--- config.mk ---
export PLATFORM = sky130hd
export DESIGN_NAME = debug_uart_fifo
export DESIGN_NICKNAME = d
export VERILOG_FILES = /design/src/rtl/debug_uart_fifo.sv
export SDC_FILE = /design/constraint.sdc
export NUM_CORES = 1
export LEC_CHECK = 0
export ABC_CLOCK_PERIOD_IN_PS = 9300
export BUFFER_PORTS_ARGS = -buffer_cell sky130_fd_sc_hd__clkbuf_2
export CAP_MARGIN = 20
export CORE_MARGIN = 5
export CORE_UTILIZATION = 55
export CTS_BUF_LIST = sky130_fd_sc_hd__clkbuf_8
export CTS_CLUSTER_SIZE = 16
export DETAILED_ROUTE_END_ITERATION = 7
export PLACE_DENSITY_LB_ADDON = 0.08
export SLEW_MARGIN = 40
export SYNTH_ARGS = -nofsm -noshare
export SYNTH_HDL_FRONTEND = slang
export SYNTH_SLANG_ARGS = --single-unit
--- constraint.sdc ---
create_clock -name clk -period 9.3 [get_ports clk]
set_input_delay 1.86 -clock clk [delete_from_list [all_inputs] [get_ports clk]]
set_output_delay 1.86 -clock clk [all_outputs]
set_load 0.03 [all_outputs]
--- src/rtl/debug_uart_fifo.sv ---
// Buffered debug UART transmitter: TX FIFO, runtime divider, status/overflow flags, TX-empty interrupt.
// Optional receiver with a one-entry buffer is built when DEBUG_UART_RX_EN is defined.
module debug_uart_fifo #(
  parameter int CLOCK_MHZ  = 14,
  parameter int BIT_RATE   = 1_000_000,
  parameter int FIFO_DEPTH = 4,
  parameter int DIV_WIDTH  = 8
) (
  input  logic        clk,
  input  logic        rst_n,
  input  logic [1:0]  addr_in,
  input  logic        sel,
  input  logic [31:0] data_in,
  input  logic [1:0]  data_write_n,
  input  logic [1:0]  data_read_n,
  output logic [31:0] data_out,
  output logic        data_ready,
  output logic        uart_txd,
  output logic        interrupt
`ifdef DEBUG_UART_RX_EN
  ,
  input  logic        uart_rxd
`endif
);

  localparam int PW = $clog2(FIFO_DEPTH);
  localparam logic [PW:0] FULL_LEVEL = (PW+1)'(FIFO_DEPTH);
  localparam logic [DIV_WIDTH-1:0] DIV_RESET = DIV_WIDTH'(CLOCK_MHZ * 1_000_000 / BIT_RATE);
  localparam logic [DIV_WIDTH-1:0] DIV_MIN = DIV_WIDTH'(2);

  typedef enum logic [1:0] {TX_IDLE, TX_START, TX_DATA, TX_STOP} tx_state_e;

  logic wr_en, rd_en;
  logic [7:0] fifo_mem_q [FIFO_DEPTH];
  logic [PW-1:0] wr_ptr_q, wr_ptr_d, rd_ptr_q, rd_ptr_d;
  logic [PW:0] level_q, level_d;
  logic fifo_full, fifo_empty, push, pop, load;
  logic ovf_q, ovf_d, ie_q, ie_d, rx_ovr, busy, bit_end;
  logic [DIV_WIDTH-1:0] div_q, div_d, div_lat_q, div_lat_d, clk_cnt_q, clk_cnt_d;
  logic [2:0] bit_cnt_q, bit_cnt_d;
  logic [7:0] shreg_q, shreg_d;
  logic [31:0] rx_word;
  tx_state_e tx_state_q, tx_state_d;

  assign wr_en      = sel && (data_write_n != 2'b11);
  assign rd_en      = sel && (data_read_n != 2'b11);
  assign fifo_full  = (level_q == FULL_LEVEL);
  assign fifo_empty = (level_q == '0);
  assign push       = wr_en && (addr_in == 2'd0) && !fifo_full;
  assign bit_end    = (clk_cnt_q == div_lat_q - DIV_WIDTH'(1));
  assign data_ready = 1'b1;

  always_ff @(posedge clk) begin
    if (!rst_n) begin
      tx_state_q <= TX_IDLE;
      wr_ptr_q   <= '0;
      rd_ptr_q   <= '0;
      level_q    <= '0;
      ovf_q      <= 1'b0;
      ie_q       <= 1'b0;
      div_q      <= DIV_RESET;
      div_lat_q  <= DIV_RESET;
      clk_cnt_q  <= '0;
      bit_cnt_q  <= '0;
      shreg_q    <= '0;
    end else begin
      tx_state_q <= tx_state_d;
      wr_ptr_q   <= wr_ptr_d;
      rd_ptr_q   <= rd_ptr_d;
      level_q    <= level_d;
      ovf_q      <= ovf_d;
      ie_q       <= ie_d;
      div_q      <= div_d;
      div_lat_q  <= div_lat_d;
      clk_cnt_q  <= clk_cnt_d;
      bit_cnt_q  <= bit_cnt_d;
      shreg_q    <= shreg_d;
    end
  end

  always_ff @(posedge clk) begin
    if (push) fifo_mem_q[wr_ptr_q] <= data_in[7:0];
  end

  // Shifter next state; every state holds for the divider value latched at frame start.
  always_comb begin
    tx_state_d = tx_state_q;
    clk_cnt_d  = clk_cnt_q + DIV_WIDTH'(1);
    bit_cnt_d  = bit_cnt_q;
    shreg_d    = shreg_q;
    div_lat_d  = div_lat_q;
    load       = 1'b0;
    case (tx_state_q)
      TX_IDLE: begin
        clk_cnt_d = '0;
        load      = !fifo_empty;
      end
      TX_START: if (bit_end) begin
        tx_state_d = TX_DATA;
        clk_cnt_d  = '0;
        bit_cnt_d  = '0;
      end
      TX_DATA: if (bit_end) begin
        clk_cnt_d = '0;
        shreg_d   = {1'b1, shreg_q[7:1]};
        bit_cnt_d = bit_cnt_q + 3'd1;
        if (bit_cnt_q == 3'd7) tx_state_d = TX_STOP;
      end
      TX_STOP: if (bit_end) begin
        clk_cnt_d  = '0;
        tx_state_d = TX_IDLE;
        load       = !fifo_empty;
      end
      default: tx_state_d = TX_IDLE;
    endcase
    if (load) begin
      tx_state_d = TX_START;
      clk_cnt_d  = '0;
      shreg_d    = fifo_mem_q[rd_ptr_q];
      div_lat_d  = div_q;
    end
  end

  always_comb begin
    pop      = load;
    wr_ptr_d = wr_ptr_q + PW'(push);
    rd_ptr_d = rd_ptr_q + PW'(pop);
    level_d  = level_q;
    if (push && !pop) level_d = level_q + (PW+1)'(1);
    else if (pop && !push) level_d = level_q - (PW+1)'(1);
    ovf_d = (wr_en && addr_in == 2'd0 && fifo_full) ||
            (ovf_q && !(wr_en && addr_in == 2'd1 && data_in[3]));
    ie_d  = (wr_en && addr_in == 2'd3) ? data_in[0] : ie_q;
    div_d = div_q;
    if (wr_en && addr_in == 2'd2)
      div_d = (data_in[DIV_WIDTH-1:0] < DIV_MIN) ? DIV_MIN : data_in[DIV_WIDTH-1:0];
  end

  always_comb begin
    busy      = !fifo_empty || (tx_state_q != TX_IDLE);
    interrupt = ie_q && fifo_empty && (tx_state_q == TX_IDLE);
    uart_txd  = 1'b1;
    if (tx_state_q == TX_START) uart_txd = 1'b0;
    else if (tx_state_q == TX_DATA) uart_txd = shreg_q[0];
  end

  always_comb begin
    data_out = '0;
    case (addr_in)
      2'd0: data_out = rx_word;
      2'd1: data_out = {19'h0, 5'(level_q), 3'h0, rx_ovr, ovf_q, fifo_empty, fifo_full, busy};
      2'd2: data_out = 32'(div_q);
      default: data_out = {31'h0, ie_q};
    endcase
  end

  logic unused_bits;
  assign unused_bits = ^data_in;

`ifdef DEBUG_UART_RX_EN
  typedef enum logic [1:0] {RX_IDLE, RX_START, RX_DATA, RX_STOP} rx_state_e;

  rx_state_e rx_state_q, rx_state_d;
  logic rxd_s1_q, rxd_s2_q, rxd_prev_q, rx_done;
  logic rx_valid_q, rx_valid_d, rx_ovr_q, rx_ovr_d;
  logic [7:0] rx_shreg_q, rx_shreg_d, rx_data_q, rx_data_d;
  logic [2:0] rx_bit_q, rx_bit_d;
  logic [DIV_WIDTH-1:0] rx_cnt_q, rx_cnt_d, rx_div_q, rx_div_d;

  always_ff @(posedge clk) begin
    if (!rst_n) begin
      rxd_s1_q   <= 1'b1;
      rxd_s2_q   <= 1'b1;
      rxd_prev_q <= 1'b1;
      rx_state_q <= RX_IDLE;
      rx_valid_q <= 1'b0;
      rx_ovr_q   <= 1'b0;
      rx_shreg_q <= '0;
      rx_data_q  <= '0;
      rx_bit_q   <= '0;
      rx_cnt_q   <= '0;
      rx_div_q   <= DIV_RESET;
    end else begin
      rxd_s1_q   <= uart_rxd;
      rxd_s2_q   <= rxd_s1_q;
      rxd_prev_q <= rxd_s2_q;
      rx_state_q <= rx_state_d;
      rx_valid_q <= rx_valid_d;
      rx_ovr_q   <= rx_ovr_d;
      rx_shreg_q <= rx_shreg_d;
      rx_data_q  <= rx_data_d;
      rx_bit_q   <= rx_bit_d;
      rx_cnt_q   <= rx_cnt_d;
      rx_div_q   <= rx_div_d;
    end
  end

  // Start bit is re-checked half a bit in, so later samples land mid-bit.
  always_comb begin
    rx_state_d = rx_state_q;
    rx_cnt_d   = rx_cnt_q + DIV_WIDTH'(1);
    rx_bit_d   = rx_bit_q;
    rx_shreg_d = rx_shreg_q;
    rx_div_d   = rx_div_q;
    rx_done    = 1'b0;
    case (rx_state_q)
      RX_IDLE: begin
        rx_cnt_d = '0;
        if (rxd_prev_q && !rxd_s2_q) begin
          rx_state_d = RX_START;
          rx_div_d   = div_q;
        end
      end
      RX_START: if (rx_cnt_q == (rx_div_q >> 1) - DIV_WIDTH'(1)) begin
        rx_cnt_d   = '0;
        rx_bit_d   = '0;
        rx_state_d = rxd_s2_q ? RX_IDLE : RX_DATA;
      end
      RX_DATA: if (rx_cnt_q == rx_div_q - DIV_WIDTH'(1)) begin
        rx_cnt_d   = '0;
        rx_shreg_d = {rxd_s2_q, rx_shreg_q[7:1]};
        rx_bit_d   = rx_bit_q + 3'd1;
        if (rx_bit_q == 3'd7) rx_state_d = RX_STOP;
      end
      RX_STOP: if (rx_cnt_q == rx_div_q - DIV_WIDTH'(1)) begin
        rx_state_d = RX_IDLE;
        rx_done    = rxd_s2_q;
      end
      default: rx_state_d = RX_IDLE;
    endcase
  end

  always_comb begin
    rx_data_d  = rx_done ? rx_shreg_q : rx_data_q;
    rx_valid_d = rx_done || (rx_valid_q && !(rd_en && addr_in == 2'd0));
    rx_ovr_d   = (rx_done && rx_valid_q) ||
                 (rx_ovr_q && !(wr_en && addr_in == 2'd1 && data_in[4]));
    rx_ovr     = rx_ovr_q;
    rx_word    = {23'h0, rx_valid_q, rx_data_q};
  end
`else
  logic unused_rx;
  assign unused_rx = rd_en;
  assign rx_ovr    = 1'b0;
  assign rx_word   = '0;
`endif

endmodule

==> metrics.txt, run 1 <==
EDFF count, synth 32; CTS max path bufs 2; Post-Syn Area 0.003946 mm2; CP Buf/Inv Count 3; Hold Fails Final Rpt 0; CP Max Fanout 15; crit start category input port; critical path's slowest cell nor2_2; P per Cell Area 246.1 mW/mm2; maximum VDD drop 140.5 uV; setup violators final 0; worst hold path type reg -> reg; Min-Delay Endpoint div_lat_q[4]; Reg clk slew, reported paths 90 ps; H-tree Lvls 3; CP Data Required Time 7440 ps; status finished clean; CP most frequent cell clkbuf_2; Synth Instances 356; dpl cell area 0.004005 mm2; YS warnings 0; Antenna Violating Nets Remaining 0; Post-CTS Resized 0; Setup Crit Path Kind in -> out; ranking of synthesized cells by area edfxtp_1 (24%), dfxtp_1 (23%), mux4_2 (4.6%); Synth area leader edfxtp_1; dpl ws 4282 ps; fin. max-slew vios 0; worst reg2reg setup slack 5490 ps; Crit path max-delay family simple AND/OR/NAND/NOR gates; Async SR Flop Fraction 0; final-stage net count 431; CTS tree done; via/cell ratio 5.435; total negative slack 0 ps; area of the core 0.006907 mm2; Die H 94.71 um; fillers 570; crit-path cells clkbuf_2 > inv_1 > nor2_2 > and2_1 > clkbuf_2; R2R Path End level_q[2]; post-route cell area 0.004199 mm2; HPWL Detailed 5478 um; # diodes 0; static leakage 1.685 nW; routability cong. 0.7334; I/O pin cnt 76; endpoint type of the worst setup path output pin; setup ws final 4526 ps; hold path startpoint div_q[4]; largest net degree at the start of global routing 26; vias 2598; reg-to-reg startpoint div_lat_q[0]; most common flop cell mapped by yosys dfxtp_1; area share of the largest cell type after synthesis 0.2435; min Tclk post-route 4774 ps; cell with the most instances after synthesis dfxtp_1; clock latency on the worst-skew pair 350 ps; DRC Markers 0; slew of the pin with the lowest slew margin 769.1 ps; final WL 7639 um; FP Rows 30; Die ar. 0.008969 mm2; Post-synth top cells dfxtp_1 (46), edfxtp_1 (32), nor2_1 (28); Fmax 209.5 MHz; post-CTS setup buffers 0; GR Overflow Total 0; Initial Util 0.5714; Design Power 0.001033 W; Slowest Stage Delay on Critical Path 440 ps; Hold Path Depth 2; Critical Path AT 2910 ps; RSZ-0062 raised after global routing no; share of cells above drive strength 1 0.1780; DRT Pass-1 Iters 4; first-pass GRT wire length 12840 um; synth unique cells 59; clock root cell clkbuf_8; Num CTS Buffers 9; IO Port Bufs 27; Max-Slew Margin vs Limit 0.4842; fin crit share 0.5134; vias in the first global route 2556; Mean Syn Cell Area 11.09 um2; Die Span X 94.71 um; Synth Register Bits 78; Max Cap Viol 0; Hold Buf Count CTS 0; GRT Overall Usage 0.1859; sequential fraction of the synthesis area 0.4769; final core occ 0.6080; WL/cell 15.98 um; DR iter-0 viols 197; Worst R2R Path Depth 13; initial antenna violation count 0; Clock Skew 6.096 ps; Layout area overhead 6.405%; clk sinks 78
==> worst min-delay path: cells and delay by family, from the launching register on <==
family,cells,cell delay (ps)
muxes,1,50
and+or+nand+nor,1,50
DFF,1,330
==> state kept, by name, summed over array words and instances, names as in the netlist, 2 cells and up <==
| name | flops |
|---|---|
| level_q | 3 |
| div_q | 8 |
| fifo_mem_q | 32 |
| wr_ptr_q | 2 |
| shreg_q | 8 |
| rd_ptr_q | 2 |
| clk_cnt_q | 8 |
| bit_cnt_q | 3 |
| div_lat_q | 8 |
| tx_state_q | 2 |
==> final cells by class <==
| type | count | area (um2) | area share |
|---|---|---|---|
| Multi-Input combinational cell | 249 | 1815 | 0.4324 |
| Clock inverter | 7 | 65.06 | 0.01549 |
| Timing Repair Buffer | 29 | 150.1 | 0.03576 |
| Inverter | 10 | 42.54 | 0.01013 |
| Clock buffer | 9 | 123.9 | 0.02950 |
| Sequential cell | 78 | 1882 | 0.4482 |
| Tap cell | 96 | 120.1 | 0.02861 |
==> where the power goes <==
| part | switching [W] | internal, W |
|---|---|---|
| logic | 0.000193 | 0.000160 |
| clock network | 0.000138 | 0.000103 |
| registers | 0.0000444 | 0.000394 |
==> cell usage in the layout (no fill, tap or decap), drive strengths merged, types with 2 or more instances in the layout <==
master,n
or4,3
o2111a,2
clkbuf,36
conb,22
xnor2,10
o211ai,3
buf,2
ha,12
nand2,25
xor2,9
nor2b,2
inv,14
clkinv,2
mux4,8
or3,3
o211a,7
nand3,15
a22o,3
o2111ai,2
a21oi,12
and3,9
dfxtp,46
a21o,7
nor4,4
mux2i,10
a211o,4
mux2,6
nor3,6
o21ai,5
a211oi,5
edfxtp,32
nor2,28
and2,11
o31ai,2
nor3b,3
==> worst max path at each step <==
stage / startpoint / endpoint / slack, ps / cells after the start
2_1_floorplan: addr_in[1] / data_out[1] / 4670 / 4
3_3_place_gp: addr_in[1] / data_out[5] / 4300 / 5
3_5_place_dp: addr_in[1] / data_out[5] / 4280 / 5
4_1_cts: addr_in[1] / data_out[5] / 4280 / 5
5_1_grt: addr_in[1] / data_out[7] / 4420 / 5
6_report: addr_in[1] / data_out[6] / 4530 / 5
==> per-stage QoR <==
stage	hold WS, ps	cells
2_1_floorplan	443.5	376
3_3_place_gp	461.3	462
3_5_place_dp	461.6	462
4_1_cts	475.7	478
5_1_grt	494.3	478
6_report	471.1	478
==> per-layer routing <==
| metal | up-vias | routed length [um] | GRT usage |
|---|---|---|---|
| met1 | 1229 | 3630 | 0.2697 |
| met3 | 9 | 427 | 0.03984 |
| li1 | 1288 | - | - |
| met4 | 0 | 73 | 0.04688 |
| met5 | - | 0 | 0 |
| met2 | 72 | 3508 | 0.2836 |
==> logic make-up (layout without fill, tap and decap cells) <==
kind of cell,after synthesis,after routing,synth area share
multiplexers,24,24,0.09290
XOR/XNOR,19,19,0.04217
other,2,22,0.001903
adder cells (fa/ha/maj),13,13,0.04312
buffers and inverters,49,55,0.08339
flip-flops,78,78,0.4769
AND/OR/NAND/NOR,112,112,0.1424
AO/OA/AOI/OAI,59,59,0.1173
Power figures use the tool's default switching activity.
==> run 2: changes to the inputs <==
Settings changed: ABC_CLOCK_PERIOD_IN_PS 9300 to 4700.
Clock period 9.3 ns to 4.7 ns, I/O delays scaled along.
==> run 2 against run 1 <==
  * Sequential power up 98%
  * Sequential cell count unchanged
  * Power up 97%
  * Non-clock buffer count unchanged
  * Hold slack better by 2.1 ps
  * Combinational power up 97%
  * Cell count down 0.21%
  * Setup slack worse by 3600 ps
  * Utilization down 0.16 points
  * First-iteration DRC count down 23%
  * Largest cell class unchanged
==> metrics.txt, run 2 (synthesized netlist as in run 1, its figures left out) <==
status finished clean; I/O pin cnt 76; CP Data Required Time 4960 ps; Max Cap Viol 0; slew of the pin with the lowest slew margin 765.7 ps; fin. max-slew vios 0; via/cell ratio 5.539; largest net degree at the start of global routing 26; Num CTS Buffers 9; DRT Pass-1 Iters 4; setup violators final 0; DRC Markers 0; Reg clk slew, reported paths 70 ps; Clock Skew 8.750 ps; GR Overflow Total 0; Antenna Violating Nets Remaining 0; Die Span X 94.71 um; FP Rows 30; Max-Slew Margin vs Limit 0.4877; # diodes 0; CP Max Fanout 12; min Tclk post-route 3811 ps; dpl ws 883.1 ps; routability cong. 0.7212; fin crit share 0.8108; Multi-input gate area 0.001813 mm2; Critical Path AT 4070 ps; setup ws final 889.2 ps; GRT Overall Usage 0.1869; vias 2642; Hold Buf Count CTS 0; Post-CTS Resized 0; fillers 594; final-stage net count 431; Layout area overhead 6.119%; Cells after DPL 462; WL/cell 16.10 um; Setup Crit Path Kind reg -> reg; IO Port Bufs 27; FF+latch area 0.001882 mm2; vias in the first global route 2631; RSZ-0062 raised after global routing no; most frequent cells in the layout dfxtp_1 (46), edfxtp_1 (32), nor2_1 (27), clkbuf_2 (27), nand2_1 (25); clock latency on the worst-skew pair 340 ps; Hold Fails Final Rpt 0; HPWL Detailed 5450 um; final WL 7678 um; H-tree Lvls 3; area of the core 0.006907 mm2; first-pass GRT wire length 12920 um; max FFs per register 32; initial antenna violation count 0; CTS tree done; Cell Count, Final, Fillers Out 477; crit start category flop; static leakage 1.689 nW; post-route cell area 0.004188 mm2; total negative slack 0 ps; clock root cell clkbuf_8; CTS max path bufs 2; maximum VDD drop 280.2 uV; worst hold path type reg -> reg; Fmax 262.4 MHz; most common cell after layout, fill and taps aside dfxtp_1; Die ar. 0.008969 mm2; Die H 94.71 um; Initial Util 0.5714; DR iter-0 viols 151; dpl cell area 0.004005 mm2; post-CTS setup buffers 0; P per Cell Area 486.0 mW/mm2; Biggest register fifo_mem_q; share of cells above drive strength 1 0.1680; clk sinks 78; endpoint type of the worst setup path flop
-- run 2: metal layers --
metal | vias up | wire length (um) | track usage
li1 | 1282 | - | -
met1 | 1283 | 3572 | 0.2576
met3 | 8 | 410 | 0.04064
met4 | 0 | 95 | 0.05409
met5 | - | 0 | 0
met2 | 69 | 3600 | 0.2971
-- run 2: area by class of cell --
cell class                 instances  area share
clock buffer                       9     0.02958
clock inverter                     6     0.01344
inverter                          10     0.01016
multi-input combinational        249      0.4329
sequential                        78      0.4494
tap                               96     0.02868
timing repair buffer              29     0.03585
-- run 2: final timing paths --
kind,startpoint,to,slack [ps],cells after the start
worst max register to register,div_lat_q[0],level_q[2],890,13
worst min-delay path,div_q[5],div_q[5],470,2
worst min register to register,div_q[5],div_q[5],470,2
worst max-delay path,div_lat_q[0],level_q[2],890,13
-- run 2: critical path, cell delays in order, from the launching register on --
cell and delay (ps):
dfxtp_1 370, inv_1 80, ha_1 230, or3b_1 400, or4_1 410, a22oi_1 470, o2111ai_2 450, and2_4 330
ha_1 230, inv_1 70, fa_1 170, xor2_1 70, or3_1 310, a21oi_1 140
-- run 2: power by group --
group	switching, W	internal (W)	total, W
Sequential	0.0000880	0.000781	0.000869
Combinational	0.000380	0.000316	0.000696
Clock	0.000233	0.000238	0.000471
-- run 2: stage by stage --
| step | util | total power, W | hold slack (ps) |
|---|---|---|---|
| finish | 0.6063 | 0.002035 | 473.2 |
| global route | 0.6063 | 0.002183 | 481.7 |
| CTS | 0.6060 | 0.002053 | 472.0 |
| detailed placement | 0.5799 | 0.001580 | 464.1 |
| global placement | 0.5799 | 0.001569 | 461.3 |
| floorplan | - | 0.001468 | 443.5 |
